==> src/rtl/fetch_if.sv <==
// Fetch unit bus bundle: instruction-memory req/ack handshake on one side,
// head instruction plus redirect inputs toward the controller on the other.
interface fetch_if;
  logic        imem_req;
  logic [31:0] imem_addr;
  logic        imem_ack;
  logic [31:0] imem_rdata;
  logic        stall;
  logic        pc_src;
  logic [31:0] branch_target;
  logic        instr_valid;
  logic [31:0] instr;
  logic [31:0] instr_pc;
  logic [31:0] pc_plus8;
  logic [3:0]  cond;
  logic [1:0]  op;
  logic [5:0]  funct;
  logic [3:0]  rd;

  // Fetch unit side.
  modport master (
    output imem_req, imem_addr, instr_valid, instr, instr_pc, pc_plus8,
           cond, op, funct, rd,
    input  imem_ack, imem_rdata, stall, pc_src, branch_target
  );

  // Memory/controller side.
  modport slave (
    input  imem_req, imem_addr, instr_valid, instr, instr_pc, pc_plus8,
           cond, op, funct, rd,
    output imem_ack, imem_rdata, stall, pc_src, branch_target
  );
endinterface

==> src/rtl/fetch_unit.sv <==
// Instruction fetch front end: issues word fetches over req/ack, buffers the
// returned words with their addresses in a small FIFO, presents the head with
// decoded field slices, and flushes/refetches on a taken-branch redirect.
module fetch_unit #(
  parameter int          DEPTH    = 2,
  parameter logic [31:0] RESET_PC = 32'h0000_0000
) (
  input logic    clk,
  input logic    reset,
  fetch_if.master bus
);

  localparam int PW = (DEPTH > 1) ? $clog2(DEPTH) : 1;
  localparam int CW = PW + 1;
  localparam logic [CW-1:0] DEPTH_C  = CW'(DEPTH);
  localparam logic [CW-1:0] DEPTH_M1 = CW'(DEPTH - 1);

  typedef enum logic [1:0] {
    IDLE = 2'd0,
    REQ  = 2'd1,
    DROP = 2'd2
  } state_t;

  // Branch targets are word addresses; the two low bits carry no meaning.
  function automatic logic [31:0] align_word(input logic [31:0] a);
    return a & 32'hFFFF_FFFC;
  endfunction

  state_t        state;
  logic [31:0]   fetch_pc;
  logic          fetch_req;
  logic [31:0]   fetch_addr;

  logic [31:0]   fifo_instr [DEPTH];
  logic [31:0]   fifo_pc    [DEPTH];
  logic [PW-1:0] wr_ptr;
  logic [PW-1:0] rd_ptr;
  logic [CW-1:0] count;

  logic          head_valid;
  logic          pop;
  logic          redir;
  logic          push;
  logic [31:0]   target;
  logic [CW-1:0] occ;
  logic          free_slot;
  logic          room_after_push;
  logic [31:0]   head_instr;
  logic [31:0]   head_pc;

  // Handshake and occupancy terms shared by the FSM and the FIFO.
  always_comb begin
    head_valid      = (count != '0);
    pop             = head_valid & ~bus.stall;
    redir           = bus.pc_src & pop;
    target          = align_word(bus.branch_target);
    occ             = count - CW'(pop);
    free_slot       = (occ < DEPTH_C);
    room_after_push = (occ < DEPTH_M1);
    // A redirect on the acking edge wins over the push: the word is stale.
    push            = (state == REQ) & bus.imem_ack & ~redir;
  end

  // Fetch FSM: owns fetch_pc and the registered memory request/address.
  always_ff @(posedge clk or posedge reset) begin
    if (reset) begin
      state      <= IDLE;
      fetch_pc   <= RESET_PC;
      fetch_req  <= 1'b0;
      fetch_addr <= RESET_PC;
    end else begin
      case (state)
        IDLE: begin
          if (redir) fetch_pc <= target;
          fetch_addr <= redir ? target : fetch_pc;
          // After a flush the FIFO is empty, so a slot is always free.
          if (redir || free_slot) begin
            state     <= REQ;
            fetch_req <= 1'b1;
          end else begin
            fetch_req <= 1'b0;
          end
        end
        REQ: begin
          if (bus.imem_ack) begin
            if (redir) begin
              fetch_pc   <= target;
              fetch_addr <= target;
            end else begin
              fetch_pc   <= fetch_pc + 32'd4;
              fetch_addr <= fetch_pc + 32'd4;
              if (!room_after_push) begin
                state     <= IDLE;
                fetch_req <= 1'b0;
              end
            end
          end else if (redir) begin
            // The pending transfer must still complete; keep its address up
            // and throw its data away when it arrives.
            fetch_pc <= target;
            state    <= DROP;
          end
        end
        DROP: begin
          if (redir) fetch_pc <= target;
          if (bus.imem_ack) begin
            state      <= REQ;
            fetch_addr <= redir ? target : fetch_pc;
          end
        end
        default: begin
          state     <= IDLE;
          fetch_req <= 1'b0;
        end
      endcase
    end
  end

  // FIFO storage: data only, so no reset; validity comes from count.
  always_ff @(posedge clk) begin
    if (push) begin
      fifo_instr[wr_ptr] <= bus.imem_rdata;
      fifo_pc[wr_ptr]    <= fetch_pc;
    end
  end

  // FIFO control: pointers and occupancy; a flush overrides push and pop.
  always_ff @(posedge clk or posedge reset) begin
    if (reset) begin
      wr_ptr <= '0;
      rd_ptr <= '0;
      count  <= '0;
    end else if (redir) begin
      wr_ptr <= '0;
      rd_ptr <= '0;
      count  <= '0;
    end else begin
      if (push) wr_ptr <= wr_ptr + PW'(1);
      if (pop)  rd_ptr <= rd_ptr + PW'(1);
      case ({push, pop})
        2'b10:   count <= count + CW'(1);
        2'b01:   count <= count - CW'(1);
        default: count <= count;
      endcase
    end
  end

  // Head presentation: zeroed when empty so outputs are defined after reset.
  always_comb begin
    head_instr = '0;
    head_pc    = '0;
    if (head_valid) begin
      head_instr = fifo_instr[rd_ptr];
      head_pc    = fifo_pc[rd_ptr];
    end
  end

  assign bus.imem_req    = fetch_req;
  assign bus.imem_addr   = fetch_addr;
  assign bus.instr_valid = head_valid;
  assign bus.instr       = head_instr;
  assign bus.instr_pc    = head_pc;
  assign bus.pc_plus8    = head_pc + 32'd8;
  assign bus.cond        = head_instr[31:28];
  assign bus.op          = head_instr[27:26];
  assign bus.funct       = head_instr[25:20];
  assign bus.rd          = head_instr[15:12];

endmodule

==> src/flat_wrapper.sv <==
// flat-port wrapper written by rule: the top's interface ports become plain ports
module fetch_unit_flat 
#(
  parameter int          DEPTH    = 2,
  parameter logic [31:0] RESET_PC = 32'h0000_0000
)
  (clk, reset, bus_imem_req, bus_imem_addr, bus_instr_valid, bus_instr, bus_instr_pc, bus_pc_plus8, bus_cond, bus_op, bus_funct, bus_rd, bus_imem_ack, bus_imem_rdata, bus_stall, bus_pc_src, bus_branch_target);
  fetch_if bus_i ();
  input logic clk;
  input logic reset;
  output wire logic [$bits(bus_i.imem_req)-1:0] bus_imem_req;
  output wire logic [$bits(bus_i.imem_addr)-1:0] bus_imem_addr;
  output wire logic [$bits(bus_i.instr_valid)-1:0] bus_instr_valid;
  output wire logic [$bits(bus_i.instr)-1:0] bus_instr;
  output wire logic [$bits(bus_i.instr_pc)-1:0] bus_instr_pc;
  output wire logic [$bits(bus_i.pc_plus8)-1:0] bus_pc_plus8;
  output wire logic [$bits(bus_i.cond)-1:0] bus_cond;
  output wire logic [$bits(bus_i.op)-1:0] bus_op;
  output wire logic [$bits(bus_i.funct)-1:0] bus_funct;
  output wire logic [$bits(bus_i.rd)-1:0] bus_rd;
  input wire logic [$bits(bus_i.imem_ack)-1:0] bus_imem_ack;
  input wire logic [$bits(bus_i.imem_rdata)-1:0] bus_imem_rdata;
  input wire logic [$bits(bus_i.stall)-1:0] bus_stall;
  input wire logic [$bits(bus_i.pc_src)-1:0] bus_pc_src;
  input wire logic [$bits(bus_i.branch_target)-1:0] bus_branch_target;
  assign bus_imem_req = bus_i.imem_req;
  assign bus_imem_addr = bus_i.imem_addr;
  assign bus_instr_valid = bus_i.instr_valid;
  assign bus_instr = bus_i.instr;
  assign bus_instr_pc = bus_i.instr_pc;
  assign bus_pc_plus8 = bus_i.pc_plus8;
  assign bus_cond = bus_i.cond;
  assign bus_op = bus_i.op;
  assign bus_funct = bus_i.funct;
  assign bus_rd = bus_i.rd;
  assign bus_i.imem_ack = bus_imem_ack;
  assign bus_i.imem_rdata = bus_imem_rdata;
  assign bus_i.stall = bus_stall;
  assign bus_i.pc_src = bus_pc_src;
  assign bus_i.branch_target = bus_branch_target;
  fetch_unit #(.DEPTH(DEPTH), .RESET_PC(RESET_PC)) u_core (.clk(clk), .reset(reset), .bus(bus_i));
endmodule
==> config.mk <==
export PLATFORM = sky130hd
export DESIGN_NAME = fetch_unit_flat
export DESIGN_NICKNAME = d
export VERILOG_FILES = /design/src/rtl/fetch_if.sv /design/src/rtl/fetch_unit.sv /design/src/flat_wrapper.sv
export SDC_FILE = /design/constraint.sdc
export NUM_CORES = 1
export LEC_CHECK = 0
export ABC_AREA = 1
export CAP_MARGIN = 10
export CORE_ASPECT_RATIO = 1.25
export CORE_MARGIN = 10
export CORE_UTILIZATION = 40
export DETAILED_ROUTE_END_ITERATION = 8
export PLACE_DENSITY_LB_ADDON = 0.25
export SLEW_MARGIN = 20
export SYNTH_ARGS = -nofsm -noshare
export SYNTH_HDL_FRONTEND = slang
export SYNTH_SLANG_ARGS = --single-unit
==> constraint.sdc <==
create_clock -name clk -period 5.6 [get_ports clk]
set_input_delay 1.12 -clock clk [delete_from_list [all_inputs] [get_ports clk]]
set_output_delay 1.12 -clock clk [all_outputs]
set_load 0.02 [all_outputs]
==> results of run 1 <==
==> power by group through the flow <==
stage	logic [mW]	registers [mW]	clock network [mW]
finish	4.73	2.53	1.29
global route	5.25	2.59	1.38
floorplan	2.91	2.54	0
detailed placement	4.76	2.55	0
global placement	4.72	2.53	0
CTS	4.78	2.52	1.32
==> layer usage <==
layer,part of all wire,track usage,routed length (um),vias to the layer above
li1,-,-,-,4878
met1,0.43,0.236,14100,4540
met2,0.49,0.318,15900,334
met3,0.068,0.0441,2240,26
met4,0.014,0.0504,442,0
met5,0,0,0,-
==> cell families after synthesis <==
group	count (synthesis)	synth area share
simple gates	816	0.305
buf+inv	248	0.0979
flops	199	0.512
compound gates	146	0.0693
xor+xnor	16	0.0128
fa+ha+maj	3	0.00342
==> metrics by stage <==
stage	setup WS [ns]	instance area [um^2]
floorplan	0.677	11000
global placement	1.13	13200
detailed placement	1.11	13200
CTS	0.626	13800
global route	0.326	13800
finish	0.681	13800
==> cell usage in the layout, fill, tap and decap left out, types with 4 or more instances in the layout <==
| master | n |
|---|---|
| sky130_fd_sc_hd__a21oi_1 | 47 |
| sky130_fd_sc_hd__buf_4 | 12 |
| sky130_fd_sc_hd__clkbuf_16 | 17 |
| sky130_fd_sc_hd__clkdlybuf4s50_1 | 212 |
| sky130_fd_sc_hd__dfrtp_1 | 70 |
| sky130_fd_sc_hd__edfxtp_1 | 128 |
| sky130_fd_sc_hd__inv_1 | 160 |
| sky130_fd_sc_hd__inv_2 | 10 |
| sky130_fd_sc_hd__inv_6 | 4 |
| sky130_fd_sc_hd__nand2_1 | 563 |
| sky130_fd_sc_hd__nand2_2 | 4 |
| sky130_fd_sc_hd__nand3_1 | 84 |
| sky130_fd_sc_hd__nand3b_1 | 5 |
| sky130_fd_sc_hd__nand4_1 | 38 |
| sky130_fd_sc_hd__nor2_1 | 103 |
| sky130_fd_sc_hd__nor2_2 | 8 |
| sky130_fd_sc_hd__o21ai_0 | 38 |
| sky130_fd_sc_hd__o21ai_1 | 48 |
| sky130_fd_sc_hd__o22ai_1 | 4 |
| sky130_fd_sc_hd__xor2_1 | 16 |
==> state kept, by name (all words and copies together) (netlist names) <==
| name | count |
|---|---|
| u_core.count | 2 |
| u_core.fifo_instr | 64 |
| u_core.bus.imem_addr | 32 |
| u_core.wr_ptr | 1 |
| u_core.fifo_pc | 64 |
| u_core.bus.imem_req | 1 |
| u_core.state | 2 |
| u_core.fetch_pc | 32 |
| u_core.rd_ptr | 1 |
==> worst max path at each step <==
stage,from,to,cells past startpoint
floorplan,bus_stall,u_core.fifo_instr[0][0]$_DFFE_PP_,6
global placement,u_core.rd_ptr$_DFFE_PP0P_,bus_pc_plus8[17],10
detailed placement,u_core.rd_ptr$_DFFE_PP0P_,bus_pc_plus8[17],10
CTS,u_core.rd_ptr$_DFFE_PP0P_,bus_pc_plus8[17],10
global route,u_core.rd_ptr$_DFFE_PP0P_,bus_pc_plus8[12],10
finish,u_core.rd_ptr$_DFFE_PP0P_,bus_pc_plus8[17],10
==> worst register-to-register path, delay by kind of cell, from the launching register on <==
kind / cells / cell delay (ns)
buf+inv: 1 / 0.68
flops: 1 / 0.40
simple gates: 4 / 1.02
==> area by class of cell <==
class | instances | share of cell area
timing repair buffer | 224 | 0.160
inverter | 171 | 0.0464
multi-input combinational | 981 | 0.312
tap | 345 | 0.0312
clock inverter | 14 | 0.0135
sequential | 199 | 0.406
clock buffer | 18 | 0.0310
==> qor.txt, run 1 <==
CRITICAL PATH
--------------------------------------------------------------------------------------
Launch point of the worst reg-to-reg path                                 u_core.state[0]$_DFFE_PP0P_
Cell-by-cell trace of the critical path                                   inv_2 > buf_4 > nand2_1 > nand2_2 > nand3_1 > nor2_1 > nand2_1 > nor2_1 > xor2_1 > clkdlybuf4s50_1
Worst r2r path cells                                                                 5
Worst reg2reg endpoint                                                    u_core.fifo_pc[0][20]$_DFFE_PP_
Count of buffer and inverter cells on the critical path                              3
Worst-path cell with the longest stage delay                              sky130_fd_sc_hd__clkdlybuf4s50_1
Type of the worst setup path                                              flop to output pin
Reg2reg setup slack                                                            3.08 ns
CP Max Fanout                                                                       46
Top delay family on crit path                                             buffers and inverters
Sort of element at the start of the critical path                                 flop
Endpoint required time on the critical path                                    4.48 ns
Critical Path Sink Type                                                     output pin
Data arrival time at the worst-slack endpoint                                  3.80 ns
CP max stage delay                                                             0.65 ns

GLOBAL ROUTING
--------------------------------------------------------------------------------------
Global-route wire length before repair                                        52300 um
GR Util All Layers                                                               0.188
Pin count of the biggest net entering global routing                                65
Vias in the first global route                                                    9583
Number of antenna violations at the first check in global routing                    0
Total gr overflow                                                                    0

DETAILED ROUTING
--------------------------------------------------------------------------------------
DRT iter0 DRCs                                                                     571
Final ANT Viol Nets                                                                  0
Wirelength, routed                                                            32600 um
Via total after detailed routing                                                  9778
Vias per inst                                                                     5.01
Residual DRC count                                                                   0
Routed length per instance                                                     16.7 um
Router iterations before antenna repair                                              5

POWER AND IR DROP
--------------------------------------------------------------------------------------
Sw Ratio                                                                         0.461
Cell-internal power                                                            4.60 mW
Sequential cell fraction of total power                                          0.296
Switch Pwr                                                                     3.94 mW
Power density cells                                                        618 nW/um^2
Combinational share of power                                                     0.553
Largest vdd supply drop                                                         292 uV
Overall power                                                                  8.55 mW
Leakage dissipation                                                            6.22 nW
Relative contribution of the clock network to total power                        0.151

SYNTHESIS
--------------------------------------------------------------------------------------
Avg Synthesized Cell Area                                                    7.69 um^2
Leading post-synthesis cells by cell area                                 sky130_fd_sc_hd__edfxtp_1 (35%), sky130_fd_sc_hd__nand2_1 (19%), sky130_fd_sc_hd__dfrtp_1 (16%), sky130_fd_sc_hd__inv_1 (5.5%), sky130_fd_sc_hd__nand3_1 (3.8%)
FF+latch count, synth                                                              199
EDFF count, synth                                                                  128
Syn Nets                                                                          1500
Most frequent cells after synthesis                                       sky130_fd_sc_hd__nand2_1 (563), sky130_fd_sc_hd__inv_1 (162), sky130_fd_sc_hd__edfxtp_1 (128)
Share of the synthesized area in the top cell type                               0.350
Main flop type after synthesis                                            sky130_fd_sc_hd__edfxtp_1
Synth area leader                                                         sky130_fd_sc_hd__edfxtp_1
Sequential share of the synthesized area                                         0.512
Count of mapped cells out of synthesis                                            1428
Cell area after synthesis                                                   11000 um^2
Async set-or-reset flop fraction in the synthesized netlist                      0.357
Number of distinct standard cells referenced by the synthesized netlist             34
Most frequently used cell type in the post-synthesis netlist              sky130_fd_sc_hd__nand2_1
Synthesis warning total                                                              0

FLOORPLANNING
--------------------------------------------------------------------------------------
Num rows                                                                            67
Core area                                                                   26900 um^2
Die Footprint                                                               34500 um^2
Initial standard-cell utilization of the core                                    0.408
Die H                                                                           205 um
Die Wd                                                                          168 um
Number of placed I/O pins                                                          215

TIMING
--------------------------------------------------------------------------------------
Accumulated negative setup slack                                                  0 ns
Number of setup violations in the final report                                       0
Hold Vio Cnt, Final                                                                  0
Final period util                                                                0.878
Least-Margin Pin Slew                                                          1.09 ns
Fin Hold WS                                                                   0.484 ns
Shortest clock period the worst path allows after layout                       4.92 ns
F_max                                                                          203 MHz
Maximum clock skew at final layout                                           0.0124 ns
Slew Viols, Final                                                                    0
Max transition margin                                                            0.270
Setup repair after global routing missed its margin                                 no

CLOCK TREE
--------------------------------------------------------------------------------------
Clock sink count                                                                   199
CTS HTree Levels                                                                     4
Clk root buf                                                              sky130_fd_sc_hd__clkbuf_16
Reg clk slew, reported paths                                                   0.07 ns
CTS max path bufs                                                                    2
Total clock buffers created by CTS                                                  17
Clock latency at the later pin of the worst-skew pair                          0.44 ns
Number of instances resized during post-cts repair                                   0
Post-cts hold buffer count                                                           0
Number of buffers inserted by post-CTS setup repair                                  0
TritonCTS clock tree                                                              done

FINISH
--------------------------------------------------------------------------------------
Share of the core filled with cells                                              0.514
Syn-to-layout area delta                                                         26.0%
Cell Count, Final, Fillers Out                                                    1952
Register cell area after layout                                              5620 um^2
Number of diodes added for antenna fixing                                            0
Proportion of layout cells with a drive suffix above 1                          0.0473
Final-stage net count                                                             1666
Area occupied by multi-input gates                                           4310 um^2
FILL cells                                                                        2545

PLACEMENT
--------------------------------------------------------------------------------------
Last weighted congestion value of the routability-driven placer                  0.884
Port Buf Inserts                                                                   212
Placed wire-length estimate after detailed placement                          23200 um
Number of placed instances with taps included                                     1920

OUTCOME
--------------------------------------------------------------------------------------
Result of the run                                                            completed

WORST HOLD PATH
--------------------------------------------------------------------------------------
Hold Path Cell Cnt                                                                   2
Endpoint, Worst Hold                                                      u_core.bus.imem_addr[24]$_DFFE_PP0P_
Min-Delay Path Class                                                      flop to flop
Min-Delay Startpoint                                                      u_core.bus.imem_addr[24]$_DFFE_PP0P_

RUN
--------------------------------------------------------------------------------------
Max-capacitance violation count                                                      0

No activity file was read; power rests on OpenSTA's default activity.
==> run 2: changes to the inputs <==
--- a/config.mk
+++ b/config.mk
@@ -12,7 +12,7 @@
 export CORE_UTILIZATION = 40
 export DETAILED_ROUTE_END_ITERATION = 8
 export PLACE_DENSITY_LB_ADDON = 0.25
-export SLEW_MARGIN = 20
+export SLEW_MARGIN = 10
 export SYNTH_ARGS = -nofsm -noshare
 export SYNTH_HDL_FRONTEND = slang
 export SYNTH_SLANG_ARGS = --single-unit
==> qor.txt, run 2 (same netlist as run 1, synthesis figures left out) <==
WORST HOLD PATH
--------------------------------------------------------------------------------
Min-Delay Path Class                                                flop to flop   unchanged

GLOBAL ROUTING
--------------------------------------------------------------------------------
Total gr overflow                                                              0   unchanged
Vias in the first global route                                              9583   unchanged
GR Util All Layers                                                         0.188   unchanged
Number of antenna violations at the first check in global routing              0   unchanged
Pin count of the biggest net entering global routing                          65   unchanged
Global-route wire length before repair                                  52300 um   unchanged

DETAILED ROUTING
--------------------------------------------------------------------------------
Routed length per instance                                               16.7 um   about the same
Highest metal layer with signal wires                                       met4   unchanged
Wirelength, routed                                                      32600 um   about the same
Router iterations before antenna repair                                        6   was 5
Met2 routed wirelength                                                  15800 um   was 15900 um
Via total after detailed routing                                            9781   was 9778
Wire length on met3                                                      2250 um   was 2240 um
Final ANT Viol Nets                                                            0   unchanged
Residual DRC count                                                             0   unchanged
DRT iter0 DRCs                                                               570   was 571
M1 WL                                                                   14100 um   about the same
Vias per inst                                                               5.01   about the same

CLOCK TREE
--------------------------------------------------------------------------------
Clock sink count                                                             199   unchanged
Number of buffers inserted by post-CTS setup repair                            0   unchanged
Clock latency at the later pin of the worst-skew pair                    0.44 ns   about the same
Reg clk slew, reported paths                                             0.07 ns   about the same
CTS HTree Levels                                                               4   unchanged
TritonCTS clock tree                                                        done   unchanged
Post-cts hold buffer count                                                     0   unchanged
Clk root buf                                                        sky130_fd_sc_hd__clkbuf_16   unchanged
Total clock buffers created by CTS                                            17   unchanged
Number of instances resized during post-cts repair                             0   unchanged
CTS max path bufs                                                              2   unchanged

FLOORPLANNING
--------------------------------------------------------------------------------
Number of placed I/O pins                                                    215   unchanged
Core area                                                             26900 um^2   unchanged
Die Footprint                                                         34500 um^2   unchanged
Initial standard-cell utilization of the core                              0.408   unchanged
Die Wd                                                                    168 um   unchanged
Num rows                                                                      67   unchanged
Die H                                                                     205 um   unchanged

TIMING
--------------------------------------------------------------------------------
Maximum clock skew at final layout                                     0.0140 ns   was 0.0124 ns
F_max                                                                    203 MHz   about the same
Setup repair after global routing missed its margin                           no   unchanged
Shortest clock period the worst path allows after layout                 4.92 ns   about the same
Hold Vio Cnt, Final                                                            0   unchanged
Max transition margin                                                      0.230   was 0.270
Final period util                                                          0.879   was 0.878
Fin Hold WS                                                             0.484 ns   about the same
Least-Margin Pin Slew                                                    1.15 ns   was 1.09 ns
Slew Viols, Final                                                              0   unchanged
Accumulated negative setup slack                                            0 ns   unchanged
Number of setup violations in the final report                                 0   unchanged

FINISH
--------------------------------------------------------------------------------
Most common cell after layout, fill and taps aside                  sky130_fd_sc_hd__nand2_1   unchanged
Cell Count, Final, Fillers Out                                              1952   unchanged
Final-stage net count                                                       1666   unchanged
Registers with the most flip-flops                                  u_core.fifo_instr x64, u_core.fifo_pc x64   unchanged
Number of diodes added for antenna fixing                                      0   unchanged
Syn-to-layout area delta                                                   26.0%   unchanged
Top library cells by usage in the layout, fill and taps aside       sky130_fd_sc_hd__nand2_1 (563), sky130_fd_sc_hd__clkdlybuf4s50_1 (212), sky130_fd_sc_hd__inv_1 (161), sky130_fd_sc_hd__edfxtp_1 (128), sky130_fd_sc_hd__nor2_1 (103)   was sky130_fd_sc_hd__nand2_1 (563), sky130_fd_sc_hd__clkdlybuf4s50_1 (212), sky130_fd_sc_hd__inv_1 (160), sky130_fd_sc_hd__edfxtp_1 (128), sky130_fd_sc_hd__nor2_1 (103)
Proportion of layout cells with a drive suffix above 1                    0.0473   unchanged
FILL cells                                                                  2545   unchanged

PLACEMENT
--------------------------------------------------------------------------------
Number of placed instances with taps included                               1920   unchanged
Last weighted congestion value of the routability-driven placer            0.884   unchanged
Port Buf Inserts                                                             212   unchanged
Placed wire-length estimate after detailed placement                    23200 um   unchanged

POWER AND IR DROP
--------------------------------------------------------------------------------
Leakage dissipation                                                      6.23 nW   was 6.22 nW
Power density cells                                                  618 nW/um^2   about the same
Overall power                                                            8.55 mW   about the same
Largest vdd supply drop                                                   293 uV   was 292 uV

CRITICAL PATH
--------------------------------------------------------------------------------
Worst r2r path cells                                                           5   unchanged
Endpoint required time on the critical path                              4.48 ns   about the same
Sort of element at the start of the critical path                           flop   unchanged
Type of the worst setup path                                        flop to output pin   unchanged
Launch point of the critical path                                   u_core.rd_ptr$_DFFE_PP0P_   unchanged
Worst reg2reg endpoint                                              u_core.fifo_pc[0][20]$_DFFE_PP_   unchanged
Critical Path Sink Type                                               output pin   unchanged
Data arrival time at the worst-slack endpoint                            3.80 ns   about the same
Reg2reg setup slack                                                      3.08 ns   about the same
Launch point of the worst reg-to-reg path                           u_core.state[0]$_DFFE_PP0P_   unchanged
CP Max Fanout                                                                 46   unchanged
Critical Path Sink                                                  bus_pc_plus8[17]   unchanged

RUN
--------------------------------------------------------------------------------
Max-capacitance violation count                                                0   unchanged

OUTCOME
--------------------------------------------------------------------------------
Result of the run                                                      completed   unchanged

==> run 2: stage by stage <==
stage                     setup WS, ns   util  cell area (um^2)
after floorplan                  0.677      -             11000
after global placement            1.13  0.491             13200
after detailed placement          1.11  0.491             13200
after CTS                        0.626  0.514             13800
after global routing             0.326  0.514             13800
final                            0.677  0.514             13800
==> run 2: worst max-delay path, cell delays in order, from the launching register on <==
cell and delay, ns:
sky130_fd_sc_hd__dfrtp_2 0.64, sky130_fd_sc_hd__inv_2 0.42, sky130_fd_sc_hd__buf_4 0.54, sky130_fd_sc_hd__nand2_1 0.13, sky130_fd_sc_hd__nand2_2 0.12, sky130_fd_sc_hd__nand3_1 0.11, sky130_fd_sc_hd__nor2_1 0.21, sky130_fd_sc_hd__nand2_1 0.19
sky130_fd_sc_hd__nor2_1 0.17, sky130_fd_sc_hd__xor2_1 0.17, sky130_fd_sc_hd__clkdlybuf4s50_1 0.65
==> run 2: worst min path at each step <==
stage	from	depth (start not counted)	end
global route	u_core.bus.imem_addr[14]$_DFFE_PP0P_	2	u_core.bus.imem_addr[14]$_DFFE_PP0P_
finish	u_core.bus.imem_addr[24]$_DFFE_PP0P_	2	u_core.bus.imem_addr[24]$_DFFE_PP0P_
floorplan	u_core.fetch_pc[0]$_DFFE_PP0N_	0	u_core.fifo_pc[0][0]$_DFFE_PP_
CTS	u_core.bus.imem_addr[24]$_DFFE_PP0P_	2	u_core.bus.imem_addr[24]$_DFFE_PP0P_
detailed placement	u_core.bus.imem_addr[20]$_DFFE_PP0P_	2	u_core.bus.imem_addr[20]$_DFFE_PP0P_
global placement	u_core.bus.imem_addr[27]$_DFFE_PP0P_	2	u_core.bus.imem_addr[27]$_DFFE_PP0P_
==> run 2: power by group <==
part           switching (mW)  internal (mW)
clock                   0.578          0.715
sequential              0.413           2.11
combinational            2.95           1.78
total                    3.95           4.60
==> run 2: final cells by class <==
class,instances,area [um^2],share of cell area
flip-flops and latches,199,5620,0.406
clock inverters,14,186,0.0135
inverters,171,642,0.0464
clock buffers,18,429,0.0310
repair buffers,224,2210,0.160
well taps,345,432,0.0312
multi-input cells,981,4310,0.312
==> run 2: layer usage <==
| metal | vias up | track usage |
|---|---|---|
| li1 | 4876 | - |
| met3 | 25 | 0.0441 |
| met5 | - | 0 |
| met2 | 330 | 0.318 |
| met1 | 4550 | 0.236 |
| met4 | 0 | 0.0504 |
==> run 3: changes to the inputs <==
--- a/config.mk
+++ b/config.mk
@@ -10,6 +10,7 @@
 export CORE_ASPECT_RATIO = 1.25
 export CORE_MARGIN = 10
 export CORE_UTILIZATION = 40
+export CTS_BUF_LIST = sky130_fd_sc_hd__clkbuf_16
 export DETAILED_ROUTE_END_ITERATION = 8
 export PLACE_DENSITY_LB_ADDON = 0.25
 export SLEW_MARGIN = 10
==> qor.txt, run 3 (same netlist as run 1, synthesis figures left out) <==
TIMING
--------------------------------------------------------------------------------
Accumulated negative setup slack                                            0 ns   unchanged
Max transition margin                                                      0.230   unchanged
F_max                                                                    203 MHz   about the same
Hold Vio Cnt, Final                                                            0   unchanged
Least-Margin Pin Slew                                                    1.15 ns   unchanged
Final period util                                                          0.879   about the same
Setup repair after global routing missed its margin                           no   unchanged
Slew Viols, Final                                                              0   unchanged
Maximum clock skew at final layout                                     0.0140 ns   unchanged
Shortest clock period the worst path allows after layout                 4.92 ns   about the same
Post-route worst setup slack                                            0.677 ns   about the same
Number of setup violations in the final report                                 0   unchanged

PLACEMENT
--------------------------------------------------------------------------------
Port Buf Inserts                                                             212   unchanged
Placed wire-length estimate after detailed placement                    23200 um   unchanged
Last weighted congestion value of the routability-driven placer            0.884   unchanged
Standard cell area after detailed placement                           13200 um^2   unchanged
Number of placed instances with taps included                               1920   unchanged
Minimum setup slack after placement                                      1.11 ns   unchanged

CRITICAL PATH
--------------------------------------------------------------------------------
CP Max Fanout                                                                 46   unchanged
Endpoint required time on the critical path                              4.48 ns   about the same
Sort of element at the start of the critical path                           flop   unchanged
Critical Path Sink Type                                               output pin   unchanged
Data arrival time at the worst-slack endpoint                            3.80 ns   about the same
Type of the worst setup path                                        flop to output pin   unchanged

OUTCOME
--------------------------------------------------------------------------------
Result of the run                                                      completed   unchanged

POWER AND IR DROP
--------------------------------------------------------------------------------
Largest vdd supply drop                                                   293 uV   about the same
Overall power                                                            8.55 mW   about the same
Leakage dissipation                                                      6.24 nW   was 6.23 nW
Sequential cell fraction of total power                                    0.295   about the same
Cell-internal power                                                      4.60 mW   about the same
Relative contribution of the clock network to total power                  0.151   about the same
Combinational share of power                                               0.553   about the same
Switch Pwr                                                               3.95 mW   about the same
Power density cells                                                  618 nW/um^2   about the same
Sw Ratio                                                                   0.462   was 0.461

CLOCK TREE
--------------------------------------------------------------------------------
Clock sink count                                                             199   unchanged
CTS HTree Levels                                                               4   unchanged
Number of instances resized during post-cts repair                             0   unchanged
Clk root buf                                                        sky130_fd_sc_hd__clkbuf_16   unchanged
TritonCTS clock tree                                                        done   unchanged
Clock latency at the later pin of the worst-skew pair                    0.44 ns   about the same
Reg clk slew, reported paths                                             0.07 ns   about the same
Post-cts hold buffer count                                                     0   unchanged
CTS max path bufs                                                              2   unchanged
Number of buffers inserted by post-CTS setup repair                            0   unchanged
Total clock buffers created by CTS                                            17   unchanged

FINISH
--------------------------------------------------------------------------------
Registers with the most flip-flops                                  u_core.fifo_instr x64, u_core.fifo_pc x64   unchanged
Number of diodes added for antenna fixing                                      0   unchanged
Cell Count, Final, Fillers Out                                              1952   unchanged
Final instance area                                                   13800 um^2   unchanged
Final-stage net count                                                       1666   unchanged
Most common cell after layout, fill and taps aside                  sky130_fd_sc_hd__nand2_1   unchanged
Top library cells by usage in the layout, fill and taps aside       sky130_fd_sc_hd__nand2_1 (563), sky130_fd_sc_hd__clkdlybuf4s50_1 (212), sky130_fd_sc_hd__inv_1 (162), sky130_fd_sc_hd__edfxtp_1 (128), sky130_fd_sc_hd__nor2_1 (103)   was sky130_fd_sc_hd__nand2_1 (563), sky130_fd_sc_hd__clkdlybuf4s50_1 (212), sky130_fd_sc_hd__inv_1 (161), sky130_fd_sc_hd__edfxtp_1 (128), sky130_fd_sc_hd__nor2_1 (103)
FILL cells                                                                  2545   unchanged
Proportion of layout cells with a drive suffix above 1                    0.0473   unchanged
Syn-to-layout area delta                                                   26.0%   unchanged

DETAILED ROUTING
--------------------------------------------------------------------------------
Routed length per instance                                               16.7 um   about the same
Final ANT Viol Nets                                                            0   unchanged
Router iterations before antenna repair                                        6   unchanged
Wirelength, routed                                                      32600 um   about the same
Via total after detailed routing                                            9774   was 9781
Residual DRC count                                                             0   unchanged
Vias per inst                                                               5.01   about the same
DRT iter0 DRCs                                                               570   unchanged

FLOORPLANNING
--------------------------------------------------------------------------------
Core area                                                             26900 um^2   unchanged
Die H                                                                     205 um   unchanged
Initial standard-cell utilization of the core                              0.408   unchanged
Num rows                                                                      67   unchanged
Number of placed I/O pins                                                    215   unchanged
Die Footprint                                                         34500 um^2   unchanged
Die Wd                                                                    168 um   unchanged

WORST HOLD PATH
--------------------------------------------------------------------------------
Min-Delay Path Class                                                flop to flop   unchanged

GLOBAL ROUTING
--------------------------------------------------------------------------------
Global-route wire length before repair                                  52300 um   unchanged
Number of antenna violations at the first check in global routing              0   unchanged
GR Util All Layers                                                         0.188   unchanged
Pin count of the biggest net entering global routing                          65   unchanged
Vias in the first global route                                              9583   unchanged
Total gr overflow                                                              0   unchanged

RUN
--------------------------------------------------------------------------------
Max-capacitance violation count                                                0   unchanged

## run 3: area by class of cell
class / instances / area [um^2] / area share
clock inverter: 15 / 190 / 0.0137
sequential: 199 / 5620 / 0.406
tap: 345 / 432 / 0.0312
clock buffer: 17 / 425 / 0.0308
inverter: 171 / 642 / 0.0464
timing repair buffer: 224 / 2210 / 0.160
multi-input combinational: 981 / 4310 / 0.312
## run 3: final timing paths
kind / slack [ns] / to / cells after the start / startpoint
min in group asynchronous: 1.22 / u_core.bus.imem_addr[4]$_DFFE_PP0P_ / 2 / reset
max in group asynchronous: 3.36 / u_core.fetch_pc[30]$_DFFE_PP0N_ / 3 / reset
worst max-delay path: 0.68 / bus_pc_plus8[17] / 10 / u_core.rd_ptr$_DFFE_PP0P_
worst min-delay path: 0.48 / u_core.bus.imem_addr[24]$_DFFE_PP0P_ / 2 / u_core.bus.imem_addr[24]$_DFFE_PP0P_
worst min register to register: 0.48 / u_core.bus.imem_addr[24]$_DFFE_PP0P_ / 2 / u_core.bus.imem_addr[24]$_DFFE_PP0P_
worst max register to register: 3.08 / u_core.fifo_pc[0][20]$_DFFE_PP_ / 5 / u_core.state[0]$_DFFE_PP0P_
## run 3: worst max-delay path, stage by stage, from the launching register on
cell and delay (ns):
sky130_fd_sc_hd__dfrtp_2 0.64, sky130_fd_sc_hd__inv_2 0.42, sky130_fd_sc_hd__buf_4 0.54, sky130_fd_sc_hd__nand2_1 0.13, sky130_fd_sc_hd__nand2_2 0.12, sky130_fd_sc_hd__nand3_1 0.11, sky130_fd_sc_hd__nor2_1 0.21, sky130_fd_sc_hd__nand2_1 0.19
sky130_fd_sc_hd__nor2_1 0.17, sky130_fd_sc_hd__xor2_1 0.17, sky130_fd_sc_hd__clkdlybuf4s50_1 0.65
## run 3: per-layer routing
layer	track usage	routed length, um	up-vias
met5	0	0	-
met2	0.318	15900	324
met3	0.0441	2250	23
met4	0.0504	420	0
li1	-	-	4877
met1	0.236	14100	4550
## run 3: per-stage QoR
stage | util | hold WS (ns)
2_1_floorplan | - | 0.458
3_3_place_gp | 0.491 | 0.465
3_5_place_dp | 0.491 | 0.464
4_1_cts | 0.514 | 0.493
5_1_grt | 0.514 | 0.518
6_report | 0.514 | 0.484
## run 3: power by group through the flow
stage / Sequential [mW] / Combinational (mW) / Clock [mW]
3_5_place_dp: 2.55 / 4.76 / 0
3_3_place_gp: 2.53 / 4.72 / 0
6_report: 2.53 / 4.73 / 1.29
5_1_grt: 2.59 / 5.25 / 1.38
2_1_floorplan: 2.54 / 2.91 / 0
4_1_cts: 2.52 / 4.78 / 1.32
